`config.mk`:
```
export PLATFORM = sky130hd
export DESIGN_NAME = jtag_dmi_access
export DESIGN_NICKNAME = d
export VERILOG_FILES = /design/src/rtl/jtag_dmi_access.sv
export SDC_FILE = /design/constraint.sdc
export NUM_CORES = 1
export LEC_CHECK = 0
export CORE_MARGIN = 3
export CORE_UTILIZATION = 52
export DETAILED_ROUTE_END_ITERATION = 10
export HOLD_SLACK_MARGIN = 0.02
export PLACE_DENSITY = 0.79
export SYNTH_ARGS = -nofsm -noshare
export SYNTH_HDL_FRONTEND = slang
export SYNTH_SLANG_ARGS = --single-unit
```
`constraint.sdc`:
```
create_clock -name jtag_tck -period 4.47 [get_ports jtag_tck]
set_clock_uncertainty 0.05 [all_clocks]
set_input_delay 0.894 -clock jtag_tck [delete_from_list [all_inputs] [get_ports jtag_tck]]
set_output_delay 0.894 -clock jtag_tck [all_outputs]
set_load 0.02 [all_outputs]
```
`src/rtl/jtag_dmi_access.sv`:
```
// RISC-V debug DMI access register on a BSCANE2 user chain. It shifts {addr,data,op} in from the
// debugger, issues one DM request, and returns the read data plus a sticky op status.
module jtag_dmi_access #(
    parameter int ABITS  = 7,
    parameter int DATA_W = 32
) (
    input  logic              jtag_tck,
    input  logic              jtag_trst_n,
    input  logic              jtag_sel,
    input  logic              jtag_capture,
    input  logic              jtag_shift,
    input  logic              jtag_update,
    input  logic              jtag_tdi,
    output logic              jtag_tdo,
    input  logic              dmi_reset,
    input  logic              dmi_hard_reset,
    output logic [1:0]        dmi_stat,
    output logic              dmi_req_valid,
    input  logic              dmi_req_ready,
    output logic [ABITS-1:0]  dmi_req_addr,
    output logic [DATA_W-1:0] dmi_req_data,
    output logic [1:0]        dmi_req_op,
    input  logic              dmi_rsp_valid,
    input  logic [DATA_W-1:0] dmi_rsp_data,
    input  logic [1:0]        dmi_rsp_resp
);

    localparam int DR_W = ABITS + DATA_W + 2;

    typedef enum logic [1:0] {
        S_IDLE,
        S_REQ,
        S_WAIT
    } state_t;

    state_t            state;
    logic [DR_W-1:0]   sr;
    logic [1:0]        sticky;
    logic [1:0]        sticky_eff;
    logic [1:0]        sticky_next;
    logic [1:0]        cap_op;
    logic [DATA_W-1:0] rdata;
    logic [ABITS-1:0]  last_addr;
    logic              update_accept;

    logic [ABITS-1:0]  sr_addr;
    logic [DATA_W-1:0] sr_data;
    logic [1:0]        sr_op;

    assign sr_addr = sr[DR_W-1:DATA_W+2];
    assign sr_data = sr[DATA_W+1:2];
    assign sr_op   = sr[1:0];

    assign jtag_tdo = jtag_sel ? sr[0] : jtag_tdi;
    assign dmi_stat = sticky;

    // The status clear from dtmcs lands before the update is decoded, so a clear in the same
    // cycle as an update lets that update through; capture reports the pre-clear status.
    always_comb begin
        sticky_eff = (dmi_reset || dmi_hard_reset) ? 2'd0 : sticky;

        if (sticky != 2'd0)
            cap_op = sticky;
        else if (state != S_IDLE)
            cap_op = 2'd3;
        else
            cap_op = 2'd0;

        update_accept = jtag_sel && jtag_update && !dmi_hard_reset &&
                        (sticky_eff == 2'd0) && (state == S_IDLE) &&
                        ((sr_op == 2'd1) || (sr_op == 2'd2));

        sticky_next = sticky_eff;
        if (!dmi_hard_reset) begin
            if (jtag_sel && jtag_capture && (state != S_IDLE) && (sticky == 2'd0))
                sticky_next = 2'd3;
            if (jtag_sel && jtag_update && (state != S_IDLE) && (sticky_next == 2'd0))
                sticky_next = 2'd3;
            // Busy from a same-cycle update takes precedence; resp 1 is reported as failed.
            if ((state == S_WAIT) && dmi_rsp_valid && (sticky_next == 2'd0)) begin
                if (dmi_rsp_resp == 2'd3)
                    sticky_next = 2'd3;
                else if (dmi_rsp_resp != 2'd0)
                    sticky_next = 2'd2;
            end
        end
    end

    // Shift register, request FSM and status; a hard reset aborts the transaction but keeps
    // the shift register, read data and last address so the debugger can still inspect them.
    always_ff @(posedge jtag_tck or posedge jtag_trst_n) begin
        if (jtag_trst_n) begin
            state         <= S_IDLE;
            sr            <= '0;
            sticky        <= 2'd0;
            rdata         <= '0;
            last_addr     <= '0;
            dmi_req_valid <= 1'b0;
            dmi_req_addr  <= '0;
            dmi_req_data  <= '0;
            dmi_req_op    <= 2'd0;
        end else begin
            sticky <= sticky_next;

            if (jtag_sel) begin
                if (jtag_capture)
                    sr <= {last_addr, rdata, cap_op};
                else if (jtag_shift)
                    sr <= {jtag_tdi, sr[DR_W-1:1]};
            end

            if (dmi_hard_reset) begin
                state         <= S_IDLE;
                dmi_req_valid <= 1'b0;
            end else begin
                case (state)
                    S_IDLE: begin
                        if (update_accept) begin
                            dmi_req_addr  <= sr_addr;
                            dmi_req_data  <= sr_data;
                            dmi_req_op    <= sr_op;
                            last_addr     <= sr_addr;
                            dmi_req_valid <= 1'b1;
                            state         <= S_REQ;
                        end
                    end
                    S_REQ: begin
                        if (dmi_req_ready) begin
                            dmi_req_valid <= 1'b0;
                            state         <= S_WAIT;
                        end
                    end
                    S_WAIT: begin
                        if (dmi_rsp_valid) begin
                            rdata <= dmi_rsp_data;
                            state <= S_IDLE;
                        end
                    end
                    default: begin
                        dmi_req_valid <= 1'b0;
                        state         <= S_IDLE;
                    end
                endcase
            end
        end
    end

endmodule

```
# After elaboration in Yosys (flattened, before gate mapping)
# Cells that the tools add are included.
# word_totals
register_bits	119
out_inout_bits	45
wordCells	70
input_bits	45
# classes
eq_ne	9
reduce_logical	29
n_bitwise	1
n_mux	23
# ops
cell	n
two-way mux 41 bit	2
two-way mux 2 bit	15
logical AND 1 bit	12
AND reduction 3 bit	4
logical NOT 2 bit	5
inequality test 3 bit (second input constant)	3
nonzero test 2 bit	4
== test 2 bit (second input constant)	3
case mux 2 bit (3 select lines)	1
== test 2 x 1 -> 1 bit (second input constant)	2
two-way mux 1 bit	4
case mux 1 bit (3 select lines)	1
logical OR 1 bit	2
inequality test 2 bit (second input constant)	1
AND reduction 2 bit	1
logical NOT 1 bit	1
inverter 1 bit	1

# Logic depth before layout (Yosys ltp)
# Gate-level depths: netlist of run 1.
# depth
depth_word	13
mapped_depth	6

# Least setup slack after synthesis of run 1
# No wires, ideal clock.
# synth_timing
kind	input to output
startpoint	in jtag_sel
endpoint	out jtag_tdo
t_required_ns	3.526
path_buffers	0
arrival_time_ns	1.259
path_stages	1
setup_slack_ns	2.267
cell_sequence	mux2_2
# synth_via
elab_chain_cells	1
# synth_lines
element	line	text
start, declared	9	input logic jtag_sel,
two-way mux 1 bit	54	assign jtag_tdo = jtag_sel ? sr[0] : jtag_tdi;
end, declared	14	output logic jtag_tdo,
# Every way passes these cells.

# Worst setup path after layout of run 1
# Ends and elaborated chain as after synthesis.

==> results of run 1 <==
logic make-up (layout without fill, tap and decap cells):
group	count (synthesis)	count (layout)	synth area share
buffers and inverters	25	129	0.0265
XOR/XNOR	1	1	0.00173
AND/OR/NAND/NOR	64	64	0.0566
AO/OA/AOI/OAI	53	53	0.0578
flip-flops	119	119	0.588
multiplexers	113	113	0.269
layout make-up:
cell class	count	area (um2)	share of cell area
clock buffers	22	433	0.0657
clock inverters	10	105	0.0159
inverters	4	17.5	0.00266
multi-input cells	231	1970	0.299
flip-flops and latches	119	2980	0.452
well taps	129	161	0.0245
repair buffers	93	928	0.141
final timing paths:
path	end	from	slack (ns)
max in group asynchronous	dmi_req_data[18]$_DFFE_PP0P_	jtag_trst_n	2.72
min	rdata[13]$_DFFE_PP0P_	rdata[13]$_DFFE_PP0P_	0.45
max reg2reg	dmi_req_data[8]$_DFFE_PP0P_	dmi_stat[1]$_DFF_PP0_	2.24
max	jtag_tdo	jtag_sel	1.17
min reg2reg	rdata[13]$_DFFE_PP0P_	rdata[13]$_DFFE_PP0P_	0.45
min in group asynchronous	rdata[28]$_DFFE_PP0P_	jtag_trst_n	0.90
cell usage in the layout, fill, tap and decap left out, types with 3 or more instances in the layout:
cell type / instances
dfrtp_1: 119
clkdlybuf4s50_1: 88
nand2_1: 44
o21ai_0: 42
mux2i_1: 40
mux2_4: 37
mux2_2: 36
clkbuf_16: 16
nor2_1: 7
clkinv_2: 6
clkbuf_1: 5
a211oi_1: 3
inv_1: 3
buf_4: 3
where the power goes:
| part | switching (mW) | internal, mW |
|---|---|---|
| clock network | 0.453 | 0.786 |
| logic | 0.0902 | 0.0962 |
| registers | 0.0328 | 1.12 |
| total | 0.576 | 2.00 |
state kept, by name (all words and copies together) (netlist names):
name           count
dmi_stat           2
state              2
dmi_req_addr       7
sr                41
dmi_req_data      32
rdata             32
dmi_req_op         2
dmi_req_valid      1
critical path, stage by stage:
cell	delay, ns
clkdlybuf4s50_1	0.57
mux2_2	0.35
clkdlybuf4s50_1	0.54
per-layer routing:
metal  track usage  up-vias  part of all wire
met1         0.253     1633              0.44
li1              -     1491                 -
met5             0        -                 0
met2         0.330       78              0.51
met3        0.0605        9             0.043
met4        0.0515        0            0.0078
metrics by stage:
stage	cells	power (mW)	util	worst slack [ns]
after floorplan	375	1.27	-	0.369
after global routing	608	2.68	0.707	1.15
after global placement	576	1.35	0.649	1.18
after detailed placement	576	1.36	0.649	1.17
final	608	2.58	0.707	1.17
after CTS	608	2.60	0.707	1.18
==> metrics.txt, run 1 <==
peak supply drop=398 uV; FF+latch count, synth=119; Core Area=9330 um2; Post-Syn Nets=420; Total Routed Length=around 10,000 um; Slew @ Worst Pin=~1.1 ns; I/O pin cnt=90; Synth area leader=dfrtp_1; Post-Syn Instances=375; Setup TNS=0 ns; Die Y=105 um; antenna-violating nets left=0; number of flops mapped to enable cells by yosys=0; fillers=658; Fmax=between 300 and 400 MHz; setup violators final=0; critical path capture point type=output pin; CTS H-tree lvls=4; total grt overflow=0; Die Outline Area=11,000 um2; worst-skew pair later-pin latency=about 0.50 ns; vias per cell=around 5.3; Syn-to-layout area delta=30.2%; top post-synthesis cells by count=dfrtp_1, nand2_1, o21ai_0, mux2i_1, mux2_4; period utilisation layout=0.737; Final nets=511; Initial Utilization=0.543; share of cells above drive strength 1=0.232; Power Dens Cells=391 nW/um2; global-route usage over all layers=0.198; Worst Setup Start Kind=primary input; Mapped Area=5060 um2; vias in the first global route=3,495; via count=3,211; Hold WS=0.454 ns; RSZ-0062 raised after global routing=no; CP Data Arrival Time=2.35 ns; Synth top area share=0.588; Max Root-Sink Buffers=2; most numerous cell in the Yosys netlist=dfrtp_1; clk slew on worst S/H paths=0.05 ns; post-synthesis sequential area ratio=0.588; Pleak=between 3 and 4 nW; # DRC=0; Routed wire per std cell=16.8 um; input/output buffers=between 80 and 90; Placer Congestion=0.738; fin area=6590 um2; reg2reg path depth=5; Post-synth top flop=dfrtp_1; Ys Warns=0; worst path required time=approximately 3.5 ns; largest net degree at the start of global routing=83; Slew Limit Fails=0; initial antenna violation count=0; CP Class=in2out; Area after DPL=6050 um2; TritonCTS clock tree=built; CTS Root Cell=clkbuf_8; total setup buffers inserted after CTS=0; PostCTS Resize Cnt=0; Max-Cap Viols=0; Netlist cell types=28; type of the most critical hold path=reg2reg; Slew headroom=0.296; total CTS buffers=17; min Tclk post-route=3.30 ns; hpwl dp=roughly 6400 um; first-pass GRT wire length=between 15,000 and 20,000 um; Avg Cell Area, Syn=between 10 and 15 um2; WHS Path Cells=1; top cells by area, synth=dfrtp_1, mux2_4, mux2_2; ys async rst share=1.00; FP Rows=35; DRT iter0 DRCs=98; critical path peak fanout=4; Antenna Cells=0; hold_buf cts=0; Die X=105 um; drt first pass iters=4; final hold viol count=0; status=finished clean; clock sink total=119
Power figures use the tool's default switching activity.
==> inputs of run 2 (changes only) <==
--- a/config.mk
+++ b/config.mk
@@ -6,10 +6,10 @@
 export NUM_CORES = 1
 export LEC_CHECK = 0
 export CORE_MARGIN = 3
-export CORE_UTILIZATION = 52
+export CORE_UTILIZATION = 47
 export DETAILED_ROUTE_END_ITERATION = 10
 export HOLD_SLACK_MARGIN = 0.02
-export PLACE_DENSITY = 0.79
+export PLACE_DENSITY = 0.75
 export SYNTH_ARGS = -nofsm -noshare
 export SYNTH_HDL_FRONTEND = slang
 export SYNTH_SLANG_ARGS = --single-unit
==> constraint.sdc (replaced) <==
create_clock -name jtag_tck -period 2.65 [get_ports jtag_tck]
set_clock_uncertainty 0.05 [all_clocks]
set_input_delay 0.53 -clock jtag_tck [delete_from_list [all_inputs] [get_ports jtag_tck]]
set_output_delay 0.53 -clock jtag_tck [all_outputs]
set_load 0.02 [all_outputs]
==> run 2 against run 1 <==
Effect of this change: die area rose by 10%; first-iteration DRC count fell by 3.1%; cell area rose by 2.2%; sequential power rose by 70%; final cell count rose by 2.5%; sequential cell count did not move; power rose by 72%; core utilization fell by 6.0 points; largest power group unchanged; highest routed layer unchanged.
==> metrics.txt, run 2 (synthesis gave the netlist of run 1 again) <==
Regs by FF count=sr (41), dmi_req_data (32), rdata (32); min Tclk post-route=about 2.5 ns; CTS Root Cell=clkbuf_8; CP Class=in2out; clk slew on worst S/H paths=0.06 ns; Pleak=3.25 nW; Power Dens Cells=660 nW/um2; Slew headroom=0.484; total CTS buffers=17; Placer Congestion=roughly 0.74; fillers=a little under 800; Die Outline Area=12,000 um2; max reg flops=41; area of the multi-input gates=1970 um2; TritonCTS clock tree=built; Final WS setup=between 0.15 and 0.2 ns; hpwl dp=around 6400 um; Slew Limit Fails=0; hold_buf cts=0; total grt overflow=0; Setup WS pre-CTS=about 0.18 ns; crit-path max cell delay=0.54 ns; Final nets=518; Critical Path, Cell by Cell=clkdlybuf4s50_1, mux2_2, clkdlybuf4s50_1; status=finished clean; CP Data Arrival Time=about 1.9 ns; Total Routed Length=9950 um; CTS H-tree lvls=4; commonest non-fill, non-tap cells in the layout=dfrtp_1, clkdlybuf4s50_1, nand2_1, o21ai_0, mux2i_1; DRT iter0 DRCs=95; worst-skew pair later-pin latency=~0.5 ns; drt first pass iters=4; setup violators final=0; antenna-violating nets left=0; share of cells above drive strength 1=0.253; clock sink total=119; period utilisation layout=0.931; top sig layer=met4; Top reg by flops=sr; critical path peak fanout=2; vias in the first global route=3,276; Die Y=110 um; critical path capture point type=output pin; Pwr Total=between 4 and 5 mW; Slew @ Worst Pin=0.772 ns; CP max stage cell=clkdlybuf4s50_1; largest net degree at the start of global routing=120; type of the most critical hold path=reg2reg; first-pass GRT wire length=16,400 um; initial antenna violation count=0; Syn-to-layout area delta=33.1%; Storage cell area=2980 um2; fin area=approximately 6700 um2; Max Root-Sink Buffers=2; Routed wire per std cell=approximately 16 um; Setup TNS=0 ns; I/O pin cnt=90; met2 routed WL=4820 um; met3 wire length=619 um; Core Area=between 10,000 and 15,000 um2; Worst Setup Start Kind=primary input; worst path required time=2.07 ns; PostCTS Resize Cnt=0; input/output buffers=89; via count=3,145; RSZ-0062 raised after global routing=no; final non-filler cell total=approximately 620; vias per cell=5.05; Fmax=between 400 and 500 MHz; total setup buffers inserted after CTS=0; Area after DPL=6170 um2; wl on met1=4430 um; Max-Cap Viols=0; Die X=110 um; dpl cells=590; FP Rows=37; most common cell after layout, fill and taps aside=dfrtp_1; # DRC=0; global-route usage over all layers=0.181; Initial Utilization=0.486; most frequent CP cell=clkdlybuf4s50_1; final hold viol count=0; peak supply drop=between 400 and 500 uV
==> run 2: cell types whose count changed in the layout (fill, tap and decap cells not counted) <==
| cell | previous run | this run |
|---|---|---|
| clkbuf_1 | 5 | 0 |
| buf_12 | 1 | 5 |
| clkinv_4 | 0 | 4 |
| buf_4 | 3 | 6 |
| clkinv_2 | 6 | 4 |
| clkinvlp_4 | 2 | 4 |
| inv_6 | 0 | 2 |
| diode_2 | 0 | 1 |
| inv_4 | 1 | 0 |
==> run 2: final timing paths <==
path	from	to	slack, ns	depth (start not counted)
max in group asynchronous	jtag_trst_n	sr[6]$_DFFE_PP0P_	1.58	3
setup reg to reg	dmi_stat[1]$_DFF_PP0_	dmi_req_addr[1]$_DFFE_PP0P_	0.74	5
min in group asynchronous	jtag_trst_n	rdata[28]$_DFFE_PP0P_	0.47	3
hold / removal	sr[8]$_DFFE_PP0P_	sr[8]$_DFFE_PP0P_	0.45	2
hold reg to reg	sr[8]$_DFFE_PP0P_	sr[8]$_DFFE_PP0P_	0.45	2
setup / recovery	jtag_sel	jtag_tdo	0.18	3
==> run 2: per-stage QoR <==
stage	util	hold slack, ns
2_1_floorplan	-	0.414
3_3_place_gp	0.592	0.435
3_5_place_dp	0.592	0.446
4_1_cts	0.647	0.459
5_1_grt	0.647	0.468
6_report	0.647	0.451
==> run 2: report_power, final <==
group	leakage, nW	internal [mW]	switching [mW]
Combinational	1.33	0.169	0.151
Sequential	1.65	1.89	0.0533
Clock	0.274	1.34	0.841
Total	3.25	3.40	1.04
==> run 2: metal layers <==
layer	vias up	track usage
met5	-	0
li1	1507	-
met1	1553	0.225
met2	75	0.293
met4	0	0.0508
met3	10	0.0734
==> run 2: area by class of cell <==
class	count	area share
Antenna cell	1	0.000371
Multi-Input combinational cell	231	0.292
Inverter	4	0.00279
Sequential cell	119	0.442
Timing Repair Buffer	100	0.153
Tap cell	136	0.0253
Clock buffer	17	0.0615
Clock inverter	15	0.0230
==> run 2: critical path, delay by kind of cell <==
kind	cells	cell delay, ns
muxes	1	0.34
buffers and inverters	2	1.03
==> inputs of run 3 (changes only) <==
--- a/config.mk
+++ b/config.mk
@@ -10,6 +10,7 @@
 export DETAILED_ROUTE_END_ITERATION = 10
 export HOLD_SLACK_MARGIN = 0.02
 export PLACE_DENSITY = 0.75
+export SLEW_MARGIN = 30
 export SYNTH_ARGS = -nofsm -noshare
 export SYNTH_HDL_FRONTEND = slang
 export SYNTH_SLANG_ARGS = --single-unit
==> results of run 3 <==
The final DEF is identical to that of run 2; final timing and power are the same.
==> RTL edit, RTL diff (settings of run 1) <==
The parameter `DATA_W` goes from 32 to 24.
--- a/src/rtl/jtag_dmi_access.sv
+++ b/src/rtl/jtag_dmi_access.sv
@@ -4,3 +4,3 @@
     parameter int ABITS  = 7,
-    parameter int DATA_W = 32
+    parameter int DATA_W = 24
 ) (
Interface: changed (resized dmi_req_data and dmi_rsp_data); port bits go from 90 to 74. The function was not compared with the original's and may differ.
==> RTL edit against run 1 <==
- wire length is 23% lower
- total power is 39% lower
- maximum frequency is 0.29% lower
- sequential share of layout area is 1.9 points higher
- setup slack worse by 9.6 ps
- non-clock buffer count is 15 lower
- synthesized area is 19% lower
- critical path depth stayed put
- clock power is 60% lower
- die area is 18% lower
- sequential cell count is 24 lower
- synthesized cell count is 18% lower
- final area is 23% lower
- critical path type unchanged
==> RTL edit: results (changes against run 1) <==
[global_routing]
grt_use_met1_pct=24.4  ; -0.96 points
grt_pass1_vias=2640  ; -24%
grt_usage_pct=19.1  ; -0.71 points
grt_first_pass_wirelength_um=13100  ; -25%
grt_use_met3_pct=3.35  ; -2.7 points
grt_max_degree=45  ; -46%

[critical_path]
r2r_setup_slack_ps=2290  ; +50 ps
timing.rr.end=dmi_req_addr[3]

[final_layout]
nFillCells=575  ; -13%
drive_above_1_share_pct=22.2  ; -0.98 points
fin_nets=416  ; -19%
top_regs=sr x33, dmi_req_data x24, rdata x24
antenna_cells=0  ; unchanged

[synth]
syn_nets=344  ; -18%
synth_seq_area_share_pct=58.3  ; -0.52 points
synthCells=307  ; -18%
synth_common_cells=dfrtp_1, nand2_1, o21ai_0, mux2i_1, mux2_2
yosys-top-cells-area=dfrtp_1, mux2_4, mux2_2, mux2i_1, o21ai_0

[sta]
slew_headroom_pct=40.5  ; +11 points

[clock_network]
htree_levels=3  ; -1
clk_latency_ps=350  ; -150 ps
clk_pin_slew_ps=80  ; +30 ps
cts_buffers=9  ; -8

[min_path]
min_to=rdata[7]
hold_start=rdata[7]

[routing]
routed_via_density=5.32  ; +0.80%
via_count=2566  ; -20%

[placed_design]
dp_hpwl_um=5320  ; -17%
post-place-cells=467  ; -19%
gp_congestion=0.769  ; +4.2%

[outcome]
outcome=completed

[power]
peakVddDrop_uv=159  ; -60%
static-leakage-power_nw=2.43  ; -24%

## RTL edit: through the flow
step | hold WS (ps) | total power [W] | cell area [um^2] | worst slack (ps) | util [%]
after floorplan | 414 | 0.00102 | 4080 | 1050 | -
after global placement | 439 | 0.00108 | 4880 | 1180 | 65.5
after detailed placement | 443 | 0.00109 | 4880 | 1170 | 65.5
after CTS | 464 | 0.00159 | 5050 | 1150 | 67.8
after global routing | 478 | 0.00164 | 5050 | 1120 | 67.8
final | 463 | 0.00157 | 5050 | 1170 | 67.8
## RTL edit: per-layer routing
metal	vias to the layer above	share of wire (%)
met5	-	0
met4	0	3.0
met3	21	3.2
met2	61	50
met1	1274	44
li1	1210	-
## RTL edit: cell type report
class | count | area, um^2 | area share [%]
Tap cell | 99 | 124 | 2.45
Sequential cell | 95 | 2380 | 47.1
Clock buffer | 10 | 138 | 2.72
Inverter | 4 | 17.5 | 0.347
Timing Repair Buffer | 78 | 763 | 15.1
Clock inverter | 5 | 35.0 | 0.693
Multi-Input combinational cell | 191 | 1600 | 31.6
## RTL edit: cells by family (layout without fill, tap and decap cells)
logic type / after synthesis / after routing / synth area share (%)
mux: 89 / 89 / 26.1
flops: 95 / 95 / 58.3
simple gates: 56 / 56 / 6.35
compound gates: 45 / 45 / 6.20
xor+xnor: 1 / 1 / 0.215
buf+inv: 21 / 97 / 2.82
## RTL edit: where the power goes
| group | internal (W) | total, W | switching [W] |
|---|---|---|---|
| registers | 0.000893 | 0.000918 | 0.0000249 |
| clock network | 0.000213 | 0.000498 | 0.000285 |
| logic | 0.0000790 | 0.000153 | 0.0000739 |
## RTL edit: worst max-delay path: stages
cell	delay [ps]
clkdlybuf4s50_1	570
mux2_2	360
clkdlybuf4s50_1	540
## RTL edit: worst max-delay path by stage
stage / end / from / depth (start not counted)
after floorplan: dmi_req_addr[0] / jtag_trst_n / 1
after global placement: jtag_tdo / jtag_sel / 3
after detailed placement: jtag_tdo / jtag_sel / 3
after CTS: jtag_tdo / jtag_sel / 3
after global routing: jtag_tdo / jtag_sel / 3
final: jtag_tdo / jtag_sel / 3
